==> src/rtl/zxw_cpu_pkg.sv <==
// Shared definitions for the zxw accumulator CPU: opcodes, FSM states, instruction-field helpers.
// Latency: none (package only).
// Backpressure: none.
package zxw_cpu_pkg;

   // Widest instruction word the field helpers accept (4-bit opcode + up to 32-bit immediate).
   localparam int unsigned INSTR_MAX_W = 36;

   localparam logic [3:0] OP_NOP  = 4'h0;
   localparam logic [3:0] OP_LDI  = 4'h1;
   localparam logic [3:0] OP_ADD  = 4'h2;
   localparam logic [3:0] OP_SUB  = 4'h3;
   localparam logic [3:0] OP_AND  = 4'h4;
   localparam logic [3:0] OP_OR   = 4'h5;
   localparam logic [3:0] OP_XOR  = 4'h6;
   localparam logic [3:0] OP_INSW = 4'h7;
   localparam logic [3:0] OP_INPB = 4'h8;
   localparam logic [3:0] OP_OUTH = 4'h9;
   localparam logic [3:0] OP_OUTL = 4'hA;
   localparam logic [3:0] OP_JMP  = 4'hB;
   localparam logic [3:0] OP_JZ   = 4'hC;
   localparam logic [3:0] OP_JC   = 4'hD;
   localparam logic [3:0] OP_SHL  = 4'hE;
   localparam logic [3:0] OP_HALT = 4'hF;

   typedef enum logic [1:0] {
      ST_IDLE   = 2'd0,
      ST_FETCH  = 2'd1,
      ST_EXEC   = 2'd2,
      ST_HALTED = 2'd3
   } state_t;

   // Opcode sits directly above the immediate field.
   function automatic logic [3:0] ir_op(input logic [INSTR_MAX_W-1:0] word,
                                        input int unsigned data_w);
      logic [INSTR_MAX_W-1:0] sh;
      sh = word >> data_w;
      return sh[3:0];
   endfunction

   // Z tracks the accumulator only for instructions that produce a new A value.
   function automatic logic op_sets_z(input logic [3:0] op);
      return ((op >= OP_LDI) && (op <= OP_INPB)) || (op == OP_SHL);
   endfunction

endpackage

==> src/rtl/zxw_prog_ram.sv <==
// Program store: one write port, one registered read port; read data doubles as the CPU's IR.
// Latency: write lands at the edge; read data valid one edge after re is sampled.
// Backpressure: none; the caller gates we/re.
//   clk/rst      : clock, synchronous active-high reset (clears read register only)
//   we/waddr/wdata : write port
//   re/raddr/rdata : registered read port
module zxw_prog_ram #(
   parameter int unsigned WIDTH  = 8,
   parameter int unsigned ADDR_W = 4
) (
   input  logic              clk,
   input  logic              rst,
   input  logic              we,
   input  logic [ADDR_W-1:0] waddr,
   input  logic [WIDTH-1:0]  wdata,
   input  logic              re,
   input  logic [ADDR_W-1:0] raddr,
   output logic [WIDTH-1:0]  rdata
);

   logic [WIDTH-1:0] mem [0:(1<<ADDR_W)-1];

   // Memory contents survive reset; only the output register is cleared.
   always_ff @(posedge clk) begin
      if (we) mem[waddr] <= wdata;
   end

   always_ff @(posedge clk) begin
      if (rst)     rdata <= '0;
      else if (re) rdata <= mem[raddr];
   end

endmodule

==> src/rtl/zxw_cpu3_param.sv <==
// Parametrised accumulator CPU with writable program RAM and two display registers.
// Latency: Run registered on entry; instruction i executes 3+2i edges after Run is sampled.
// Backpressure: none; program writes are dropped while FETCH/EXEC are active.
//   Clock, Reset           : clock, synchronous active-high reset
//   Run                    : start level (IDLE->run, HALTED->IDLE when low)
//   SW_in, PB_in           : input ports read by INSW/INPB
//   Prog_we/addr/data      : program load port {opcode, imm}
//   DHR_out, DLR_out       : display registers written by OUTH/OUTL
//   Halted, Busy           : status
module zxw_cpu3_param
   import zxw_cpu_pkg::*;
#(
   parameter int unsigned DATA_W = 4,
   parameter int unsigned ADDR_W = 4
) (
   input  logic              Clock,
   input  logic              Reset,
   input  logic              Run,
   input  logic [DATA_W-1:0] SW_in,
   input  logic [DATA_W-1:0] PB_in,
   input  logic              Prog_we,
   input  logic [ADDR_W-1:0] Prog_addr,
   input  logic [DATA_W+3:0] Prog_data,
   output logic [DATA_W-1:0] DHR_out,
   output logic [DATA_W-1:0] DLR_out,
   output logic              Halted,
   output logic              Busy
);

   generate
      if (ADDR_W > DATA_W) begin : g_bad_params
         $error("zxw_cpu3_param: ADDR_W must not exceed DATA_W (jump target comes from imm)");
      end
   endgenerate

   state_t              state, state_nxt;
   logic                run_q;
   logic [ADDR_W-1:0]   pc;
   logic [DATA_W-1:0]   a, a_nxt;
   logic                c, c_nxt, z;
   logic                jump;
   logic [DATA_W+3:0]   ir;
   logic [3:0]          op;
   logic [DATA_W-1:0]   imm;
   logic                ram_we;

   // Writes only while the core is parked; a coincident Reset blocks them too.
   assign ram_we = Prog_we && !Reset && ((state == ST_IDLE) || (state == ST_HALTED));

   zxw_prog_ram #(.WIDTH(DATA_W + 4), .ADDR_W(ADDR_W)) u_ram (
      .clk   (Clock),
      .rst   (Reset),
      .we    (ram_we),
      .waddr (Prog_addr),
      .wdata (Prog_data),
      .re    (state == ST_FETCH),
      .raddr (pc),
      .rdata (ir)
   );

   assign op  = ir_op(INSTR_MAX_W'(ir), DATA_W);
   assign imm = ir[DATA_W-1:0];

   assign Halted = (state == ST_HALTED);
   assign Busy   = (state == ST_FETCH) || (state == ST_EXEC);

   always_comb begin
      state_nxt = state;
      case (state)
         ST_IDLE:   if (run_q) state_nxt = ST_FETCH;
         ST_FETCH:  state_nxt = ST_EXEC;
         ST_EXEC:   state_nxt = (op == OP_HALT) ? ST_HALTED : ST_FETCH;
         ST_HALTED: if (!run_q) state_nxt = ST_IDLE;
         default:   state_nxt = ST_IDLE;
      endcase
   end

   // Inline ALU and branch decision for the instruction held in IR.
   always_comb begin
      a_nxt = a;
      c_nxt = c;
      jump  = 1'b0;
      case (op)
         OP_LDI:  a_nxt = imm;
         OP_ADD:  {c_nxt, a_nxt} = {1'b0, a} + {1'b0, imm};
         OP_SUB:  begin
                     a_nxt = a - imm;
                     c_nxt = (a < imm);
                  end
         OP_AND:  a_nxt = a & imm;
         OP_OR:   a_nxt = a | imm;
         OP_XOR:  a_nxt = a ^ imm;
         OP_INSW: a_nxt = SW_in;
         OP_INPB: a_nxt = PB_in;
         OP_JMP:  jump  = 1'b1;
         OP_JZ:   jump  = z;
         OP_JC:   jump  = c;
         OP_SHL:  {c_nxt, a_nxt} = {a, 1'b0};
         default: ;
      endcase
   end

   always_ff @(posedge Clock) begin
      if (Reset) begin
         state   <= ST_IDLE;
         run_q   <= 1'b0;
         pc      <= '0;
         a       <= '0;
         c       <= 1'b0;
         z       <= 1'b0;
         DHR_out <= '0;
         DLR_out <= '0;
      end else begin
         state <= state_nxt;
         run_q <= Run;
         if ((state == ST_IDLE) && run_q) pc <= '0;
         if (state == ST_EXEC) begin
            a <= a_nxt;
            c <= c_nxt;
            if (op_sets_z(op)) z <= (a_nxt == '0);
            if (op == OP_OUTH) DHR_out <= a;
            if (op == OP_OUTL) DLR_out <= a;
            if (op != OP_HALT) pc <= jump ? imm[ADDR_W-1:0] : pc + 1'b1;
         end
      end
   end

endmodule

==> config.mk <==
export PLATFORM = sky130hd
export DESIGN_NAME = zxw_cpu3_param
export DESIGN_NICKNAME = d
export VERILOG_FILES = /design/src/rtl/zxw_cpu_pkg.sv /design/src/rtl/zxw_prog_ram.sv /design/src/rtl/zxw_cpu3_param.sv
export SDC_FILE = /design/constraint.sdc
export NUM_CORES = 1
export LEC_CHECK = 0
export CAP_MARGIN = 20
export CORE_MARGIN = 8
export CORE_UTILIZATION = 65
export DETAILED_ROUTE_END_ITERATION = 10
export PLACE_DENSITY = 0.85
export SYNTH_ARGS = -nofsm -noshare
export SYNTH_HDL_FRONTEND = slang
export SYNTH_SLANG_ARGS = --single-unit
==> constraint.sdc <==
create_clock -name Clock -period 3.9 [get_ports Clock]
set_clock_uncertainty 0.2 [all_clocks]
set_input_delay 0.39 -clock Clock [delete_from_list [all_inputs] [get_ports Clock]]
set_output_delay 0.39 -clock Clock [all_outputs]
set_load 0.01 [all_outputs]
Word level (Yosys, flattened, before mapping)
Memory sizes are Yosys's and may differ from the RTL's. A register that Yosys moved wholly into a read port is not among the register bits.
Cells that the tools add are included.
{ "word_totals": {"ramBits": 128, "in_bits": 24, "out_inout_bits": 10, "ff_bits": 21, "wordCells": 68, "mem_count": 1} }
{ "op_classes": {"n_reduce_logical": 16, "n_mux": 13, "magnitude_cmp": 3, "n_addsub": 3, "n_eq_ne": 21, "bitwise_logic": 3} }
{ "memory_table": {"columns": ["name", "depth", "word_bits", "read_ports", "rd_clocked_by_memory_dff", "wr", "line", "text"], "rows": [
  ["u_ram.mem", 16, 8, 1, 1, 1, "zxw_prog_ram.sv:21", "logic [WIDTH-1:0] mem [0:(1<<ADDR_W)-1];"]
]} }
{ "op_table": {"columns": ["op", "n"], "rows": [
  ["$pmux 4 s9", 1],
  ["$eq 4x4->1 const B", 8],
  ["$eq 4x3->1 const B", 4],
  ["$mux 4", 4],
  ["$reduce_and 2->1", 5],
  ["$eq 4x2->1 const B", 2],
  ["$pmux 2 s4", 1],
  ["$mux 2", 3],
  ["$pmux 1 s3", 2],
  ["$add 4x4->5", 1],
  ["$add 4x1->4 const B", 1],
  ["$and 4x4->4", 1],
  ["$eq 2x2->1 const B", 2],
  ["$eq 4x1->1 const B", 1],
  ["$ge 4x1->1 const B", 1],
  ["$le 4x4->1 const B", 1],
  ["$logic_and 1x1->1", 4],
  ["$logic_not 4->1", 1],
  ["$lt 4x4->1", 1],
  ["$ne 2x2->1 const B", 2],
  ["$ne 4x4->1 const B", 1],
  ["$or 4x4->4", 1],
  ["$sub 4x4->4", 1],
  ["$xor 4x4->4", 1],
  ["6 further kinds", 9]
]} }

Depth between registers and ports, before layout
Gate-level depths: netlist of the first run.
{ "logic_depth": {"depth_word": 5, "depth_mapped": 10, "depth_no_buf": 10} }

Modules after synthesis
Synthesis of the first run repeated with hierarchy kept, for this count alone.
{ "hier_totals": {"hier_cells": 545, "hier_area_um2": 7213.2} }
{ "modules_own_cells": {"columns": ["mod", "seq_area_each_um2", "area_per_inst_um2", "n_inst", "cells_per_inst"], "rows": [
  ["zxw_prog_ram", 4003.8, 5343.9, 1, 316],
  ["zxw_cpu3_param", 420.4, 1869.3, 1, 229]
]} }

Least setup slack after synthesis of the first run
Ideal clock, no wire load.
{ "synth_path": {"path_type": "flip-flop to flip-flop", "startpoint": "reg state[0]", "endpoint": "mem u_ram.mem[1][0], enable pin", "arrival_time_ns": 1.890, "synth_period_minus_slack_ns": 2.473, "n_path_buf": 0, "path_slack_ns": 1.427, "setup_time_ns": 0.383, "path_stages_with_launch": 6, "required_ns": 3.317, "cell_sequence": "dfxtp_1 > inv_1 > ha_1 > nor4bb_1 > nand2b_1 > nor3_1"} }
{ "synth_between": {"elab_chain_len": 5, "word_cells_on_any_way": 6, "cone_classes": "eq/ne (1); mux (2); reduce/logical (3)"} }
{ "synth_lines": {"columns": ["item", "line", "text"], "rows": [
  ["start, declared", "zxw_cpu3_param.sv:36", "state_t state, state_nxt;"],
  ["start signal, assigned", "zxw_cpu3_param.sv:114", "state <= state_nxt;"],
  ["$eq 2x2->1 or $logic_not 2->1 (tied branches)", "zxw_cpu3_param.sv:48", "assign ram_we = Prog_we && !Reset && ((state == ST_IDLE) || (state == ST_HALTED));"],
  ["$logic_or 1x1->1 *", "zxw_cpu3_param.sv:48", null],
  ["$logic_and 1x1->1 *", "zxw_cpu3_param.sv:48", null],
  ["$mux 1 *", "zxw_prog_ram.sv:25", "if (we) mem[waddr] <= wdata;"],
  ["$mux 1 (not written as such) *", "zxw_prog_ram.sv:25", null],
  ["end, declared", "zxw_prog_ram.sv:21", null]
]} }
Mark *: on every way between the ends. The rest lies on a longest branch, timed or not.

Final worst setup path of the first run
{ "layout_path": {"startpoint": "reg state[0]", "endpoint": "mem u_ram.mem[5][2], enable pin"} }
The elaborated chain is that of the path after synthesis.

==> summary.md, run 1 <==
| Metric | Value |
|---|---|
| Post-cts repair resize count | 0 |
| Hold depth | 2 |
| EDFF count, synth | 128 |
| #FFs+latches synth | 157 |
| Clk Tree Root Cell | clkbuf_8 |
| Drt via density | 6.67 |
| RSZ-0062 raised after global routing | no |
| Die Height | 121 um |
| Worst vdd ir | 0.494 mV |
| Synth cell count leaders | edfxtp_1, nor2_1, dfxtp_1 |
| Starting DRT DRC Count | approximately 520 |
| Die X-Extent | ~120 um |
| Die area | 14600 um2 |
| Via Count | 4373 |
| CTS buffer count | 17 |
| Most common cell in the netlist | edfxtp_1 |
| GRT Util Overall | 24.0% |
| Worst Setup End Kind | flop |
| Final core occ | 75.0% |
| Area of the core | 10700 um2 |
| Chain of cells forming the critical path | inv_1 -> ha_1 -> nor4bb_1 -> nand2b_1 -> nor2_1 |
| Layout cells sized above 1 | 13.2% |
| Dominant cells by area after synthesis | edfxtp_1, dfxtp_1, mux4_2 |
| DRT Wirelength | 16600 um |
| Data arrival, critical path | 3.02 ns |
| Post-CTS setup buffer count | 0 |
| Startpoint Class | flop |
| Largest net degree at the start of global routing | 36 |
| Worst slew margin | 43.2% |
| Largest family of logic cells by synthesized area | multiplexers |
| Area after DPL | 7530 um2 |
| R2R depth | 5 |
| Leading area contributor after synthesis | edfxtp_1 |
| Dominant synthesized flop cell | edfxtp_1 |
| Slowest CP cell | nor2_1 |
| Seq/Total Area, Yosys | just over 60% |
| Post-synthesis cell count | 468 |
| Fmax | 0.328 GHz |
| Outcome | finished clean |
| Slew @ Worst Pin | 0.850 ns |
| Clock Sinks | 157 |
| WL/cell | around 25 um |
| Compound-Gate Fraction of Synth Area | 6.98% |
| Fin. Hold Viols | 0 |
| Num ports | 34 |
| Number of global-route vias before repair | 4332 |
| Async set-reset flop share out of synthesis | 0% |
| N_diodes | 0 |
| Final instance area | 8060 um2 |
| Pwr dens | between 400 and 500 nW/um2 |
| Final setup fails | 0 |
| Lkg Pwr | 2.63 nW |
| Fin nets | 547 |
| Post-synthesis net count | 512 |
| GPL Wtd Cong | 0.920 |
| CTS tree | done |
| Post-placement cell count | 624 |
| GRT Residual Overflow | 0 |
| Mapped cell area | 7120 um2 |
| Yosys top cell area share | about 54% |
| Slew Limit Fails | 0 |
| Initial core utilization | 66.2% |
| Initial antenna violation count | 0 |
| Max cap viols | 0 |
| Post-Synth Adder-Cell Area | under 10% |
| Crit share post-route | 78.1% |
| CP peak stage delay | 0.71 ns |
| TNS Setup | 0 ns |
| DRC errors left | 0 |
| Worst Hold Class | primary input to flop |
| Post-synthesis simple-gate area fraction | 8.10% |
| Xor and xnor area share after synthesis | 0.123% |
| Crit path max fanout | 8 |
| Layout Cells excl Fill | around 660 |
| Htree depth | 4 |
| Crit path required time | approximately 3.9 ns |
| Port bufs | 33 |
| Yosys warnings | 0 |
| Skew-Pair Late Insertion Delay | 0.54 ns |
| Crit Path Class | flop to flop |
| Post-synthesis cell type count | 55 |
| Hold_ws | between 0.2 and 0.25 ns |
| Post-DP HPWL | 11000 um |
| DRT Pass-1 Iters | 5 |
| # hold bufs at CTS | 0 |
| Row count | 38 |
| Mapped Avg Cell Area | 15.2 um2 |
| Post-synthesis mux area share | ~16% |
| Bufs on Longest Clock Path | 2 |
| Synthesis-to-finish area growth | 13.3% |
| Global-route wire length before repair | between 20000 and 30000 um |
| Tmin final | 3.05 ns |
| Clock Pin Slew Worst Setup and Hold Paths | 0.06 ns |
| Antenna viol nets, final | 0 |
## registers in the layout, summed over array words and instances, names as in the netlist, 2 cells and up
name / count
u_ram.rdata: 8
DLR_out: 4
pc: 4
u_ram.mem: 128
DHR_out: 4
state: 2
a: 4
## final timing paths
check / startpoint / slack [ns] / endpoint
worst max-delay path: state[0] / 0.85 / u_ram.mem[5][2]
worst min-delay path: Run / 0.21 / run_q
worst max register to register: state[0] / 0.85 / u_ram.mem[5][2]
worst min register to register: DHR_out[1] / 0.29 / DHR_out[1]
## metal layers
metal	part of all wire [%]	track usage [%]	up-vias	wire (um)
met4	4.3	13.3	0	718
met1	38	28.6	2183	6310
met3	6.4	5.31	48	1060
met5	0	0	-	0
li1	-	-	1920	-
met2	51	40.2	222	8510
## worst max-delay path, delay by kind of cell, from the launching register on
| kind | cells | cell delay (ns) |
|---|---|---|
| fa+ha+maj | 1 | 0.36 |
| simple gates | 3 | 1.62 |
| buf+inv | 1 | 0.10 |
| flops | 1 | 0.40 |
## per-stage QoR
stage | total power [W] | setup WS, ns
after floorplan | 0.00233 | 1.43
after global placement | 0.00247 | 0.990
after detailed placement | 0.00249 | 0.909
after CTS | 0.00394 | 0.825
after global routing | 0.00407 | 0.746
final | 0.00393 | 0.853
## cell type report
type | instances | area, um2
sequential | 157 | 4430
fill | 634 | 2680
multi-input combinational | 268 | 2460
clock buffer | 17 | 414
timing repair buffer | 42 | 410
tap | 140 | 175
clock inverter | 15 | 114
inverter | 17 | 63.8
## logic make-up after synthesis
family | count (synthesis)
compound gates | 75
xor+xnor | 1
fa+ha+maj | 20
buf+inv | 43
flops | 157
mux | 55
simple gates | 117
## layout by cell type (no fill, tap or decap), types with 4 or more instances in the layout
cell	count
nor3_1	10
buf_4	8
mux2i_1	14
dfxtp_1	28
nand2_1	21
nor2_1	44
clkinv_4	4
mux4_2	24
a211oi_1	7
o21ai_0	14
mux4_1	16
inv_1	17
a221oi_1	5
nand3_1	5
ha_1	18
nor2b_1	9
and3_1	6
a21oi_1	21
edfxtp_1	128
clkdlybuf4s50_1	33
nand2b_1	9
clkbuf_16	16
## where the power goes
group / switching, W / internal, W
sequential: 0.0000791 / 0.00185
combinational: 0.000307 / 0.000239
clock: 0.000669 / 0.000788
Note: power is estimated with default switching activity, not from simulation.
==> run 2: changes to the inputs <==
--- a/config.mk
+++ b/config.mk
@@ -7,9 +7,9 @@
 export LEC_CHECK = 0
 export CAP_MARGIN = 20
 export CORE_MARGIN = 8
-export CORE_UTILIZATION = 65
+export CORE_UTILIZATION = 60
 export DETAILED_ROUTE_END_ITERATION = 10
-export PLACE_DENSITY = 0.85
+export PLACE_DENSITY = 0.79
 export SYNTH_ARGS = -nofsm -noshare
 export SYNTH_HDL_FRONTEND = slang
 export SYNTH_SLANG_ARGS = --single-unit
==> constraint.sdc (replaced) <==
create_clock -name Clock -period 3.1 [get_ports Clock]
set_clock_uncertainty 0.2 [all_clocks]
set_input_delay 0.31 -clock Clock [delete_from_list [all_inputs] [get_ports Clock]]
set_output_delay 0.31 -clock Clock [all_outputs]
set_load 0.01 [all_outputs]
==> summary.md, run 2 (same netlist as run 1, synthesis figures left out) <==
| Metric | Value |
|---|---|
| Outcome | finished clean |
| Worst vdd ir | 0.467 mV |
| Worst Setup End Kind | flop |
| Global-route wire length before repair | 25400 um |
| Fmax | 0.378 GHz |
| Slowest CP cell | fa_1 |
| Place WS | 0.465 ns |
| WL/cell | ~25 um |
| Lkg Pwr | ~2.8 nW |
| GRT Util Overall | 21.8% |
| Die area | 15600 um2 |
| Antenna viol nets, final | 0 |
| M3 GR Usage | under 10% |
| GR Util met1 | 24.9% |
| GR peak layer | met2 |
| Post-cts repair resize count | 0 |
| Post-CTS setup buffer count | 0 |
| Drt via density | between 6 and 7 |
| Die Height | 125 um |
| Top flop regs | u_ram.mem x128, u_ram.rdata x8 |
| Commonest non-fill, non-tap cell in the layout | edfxtp_1 |
| Die X-Extent | 125 um |
| Skew-Pair Late Insertion Delay | 0.42 ns |
| GR Util met2 | 37.7% |
| Worst Hold Class | primary input to flop |
| Pwr dens | 647 nW/um2 |
| TNS Setup | 0 ns |
| Slew @ Worst Pin | approximately 0.86 ns |
| RSZ-0062 raised after global routing | no |
| Bufs on Longest Clock Path | 2 |
| Via Count | 4415 |
| Max cap viols | 0 |
| Chain of cells forming the critical path | ha_1 -> fa_1 -> xor2_1 -> and3_1 -> a211o_1 -> nor4_1 -> nand2b_1 -> o41ai_2 |
| Post-placement cell count | ~650 |
| Row count | 39 |
| Crit path required time | 3.22 ns |
| Post-DP HPWL | 10800 um |
| Initial antenna violation count | 1 |
| Data arrival, critical path | 2.77 ns |
| Crit Path Class | flop to flop |
| CTS tree | done |
| Fin. Hold Viols | 0 |
| Largest register by flop count | u_ram.mem |
| Largest net degree at the start of global routing | 36 |
| GRT Residual Overflow | 0 |
| Final setup fails | 0 |
| Startpoint Class | flop |
| GPL Wtd Cong | 0.960 |
| Max reg flops | 128 |
| Layout cells sized above 1 | between 10% and 20% |
| DRT Wirelength | 16700 um |
| Synthesis-to-finish area growth | 17.2% |
| Number of global-route vias before repair | 4329 |
| Tmin final | 2.65 ns |
| Crit share post-route | a little under nine tenths |
| Layout fillers | a little over 700 |
| Crit path max fanout | 6 |
| Slew Limit Fails | 0 |
| Worst slew margin | 42.9% |
| Num ports | 34 |
| Commonest non-fill, non-tap cells in the layout | edfxtp_1, nor2_1, clkdlybuf4s50_1 |
| Htree depth | 4 |
| Clock Pin Slew Worst Setup and Hold Paths | 0.06 ns |
| DRT Pass-1 Iters | 5 |
| Initial core utilization | about three fifths |
| Layout Cells excl Fill | 680 |
| Starting DRT DRC Count | between 400 and 500 |
| Port bufs | 33 |
| N_diodes | 0 |
| CP peak stage delay | 0.41 ns |
| Clock Sinks | 157 |
| DRC errors left | 0 |
| Clk Tree Root Cell | clkbuf_16 |
| Worst Slack Setup Final | around 0.45 ns |
| CTS buffer count | 17 |
| Fin nets | 569 |
| Area of the core | 11500 um2 |
| # hold bufs at CTS | 0 |
## run 2: area by class of cell
| cell class | instances | area [um2] | share of cell area [%] |
|---|---|---|---|
| clock buffers | 18 | 429 | 5.14 |
| clock inverters | 13 | 211 | 2.53 |
| inverters | 17 | 63.8 | 0.765 |
| multi-input cells | 268 | 2460 | 29.5 |
| flip-flops and latches | 157 | 4430 | 53.0 |
| well taps | 143 | 179 | 2.14 |
| repair buffers | 64 | 576 | 6.90 |
## run 2: path summary, 6_finish.rpt
kind | from | endpoint | slack, ns | depth (start not counted)
max | u_ram.rdata[0] | z | 0.45 | 8
min | Run | run_q | 0.25 | 2
max reg2reg | u_ram.rdata[0] | z | 0.45 | 8
min reg2reg | DLR_out[1] | DLR_out[1] | 0.30 | 2
## run 2: power breakdown
| part | switching (W) | internal (W) |
|---|---|---|
| Sequential | 0.0000762 | 0.00233 |
| Clock | 0.000826 | 0.00143 |
| Combinational | 0.000416 | 0.000323 |
## run 2: through the flow
step | total power (W) | hold slack (ns) | instance area, um2 | utilization [%]
CTS | 0.00542 | 0.236 | 8340 | 72.5
global placement | 0.00316 | 0.270 | 7700 | 66.9
global route | 0.00556 | 0.240 | 8340 | 72.5
finish | 0.00540 | 0.247 | 8340 | 72.5
floorplan | 0.00293 | 0.209 | 7120 | -
detailed placement | 0.00317 | 0.285 | 7700 | 66.9
## run 2: metal layers
layer,share of wire (%),wire length [um],vias up
li1,-,-,1949
met1,39,6530,2198
met2,51,8550,213
met3,6.5,1090,53
met4,3.2,535,2
met5,0.078,13,-
## run 2: worst max-delay path: cells and delay by family (launching register included)
| family | cells | cell delay (ns) |
|---|---|---|
| AOI/OAI and AO/OA | 2 | 0.56 |
| DFF | 1 | 0.37 |
| xor gates and xnor gates | 1 | 0.17 |
| adders and majority gates | 2 | 0.67 |
| and+or+nand+nor | 3 | 0.58 |
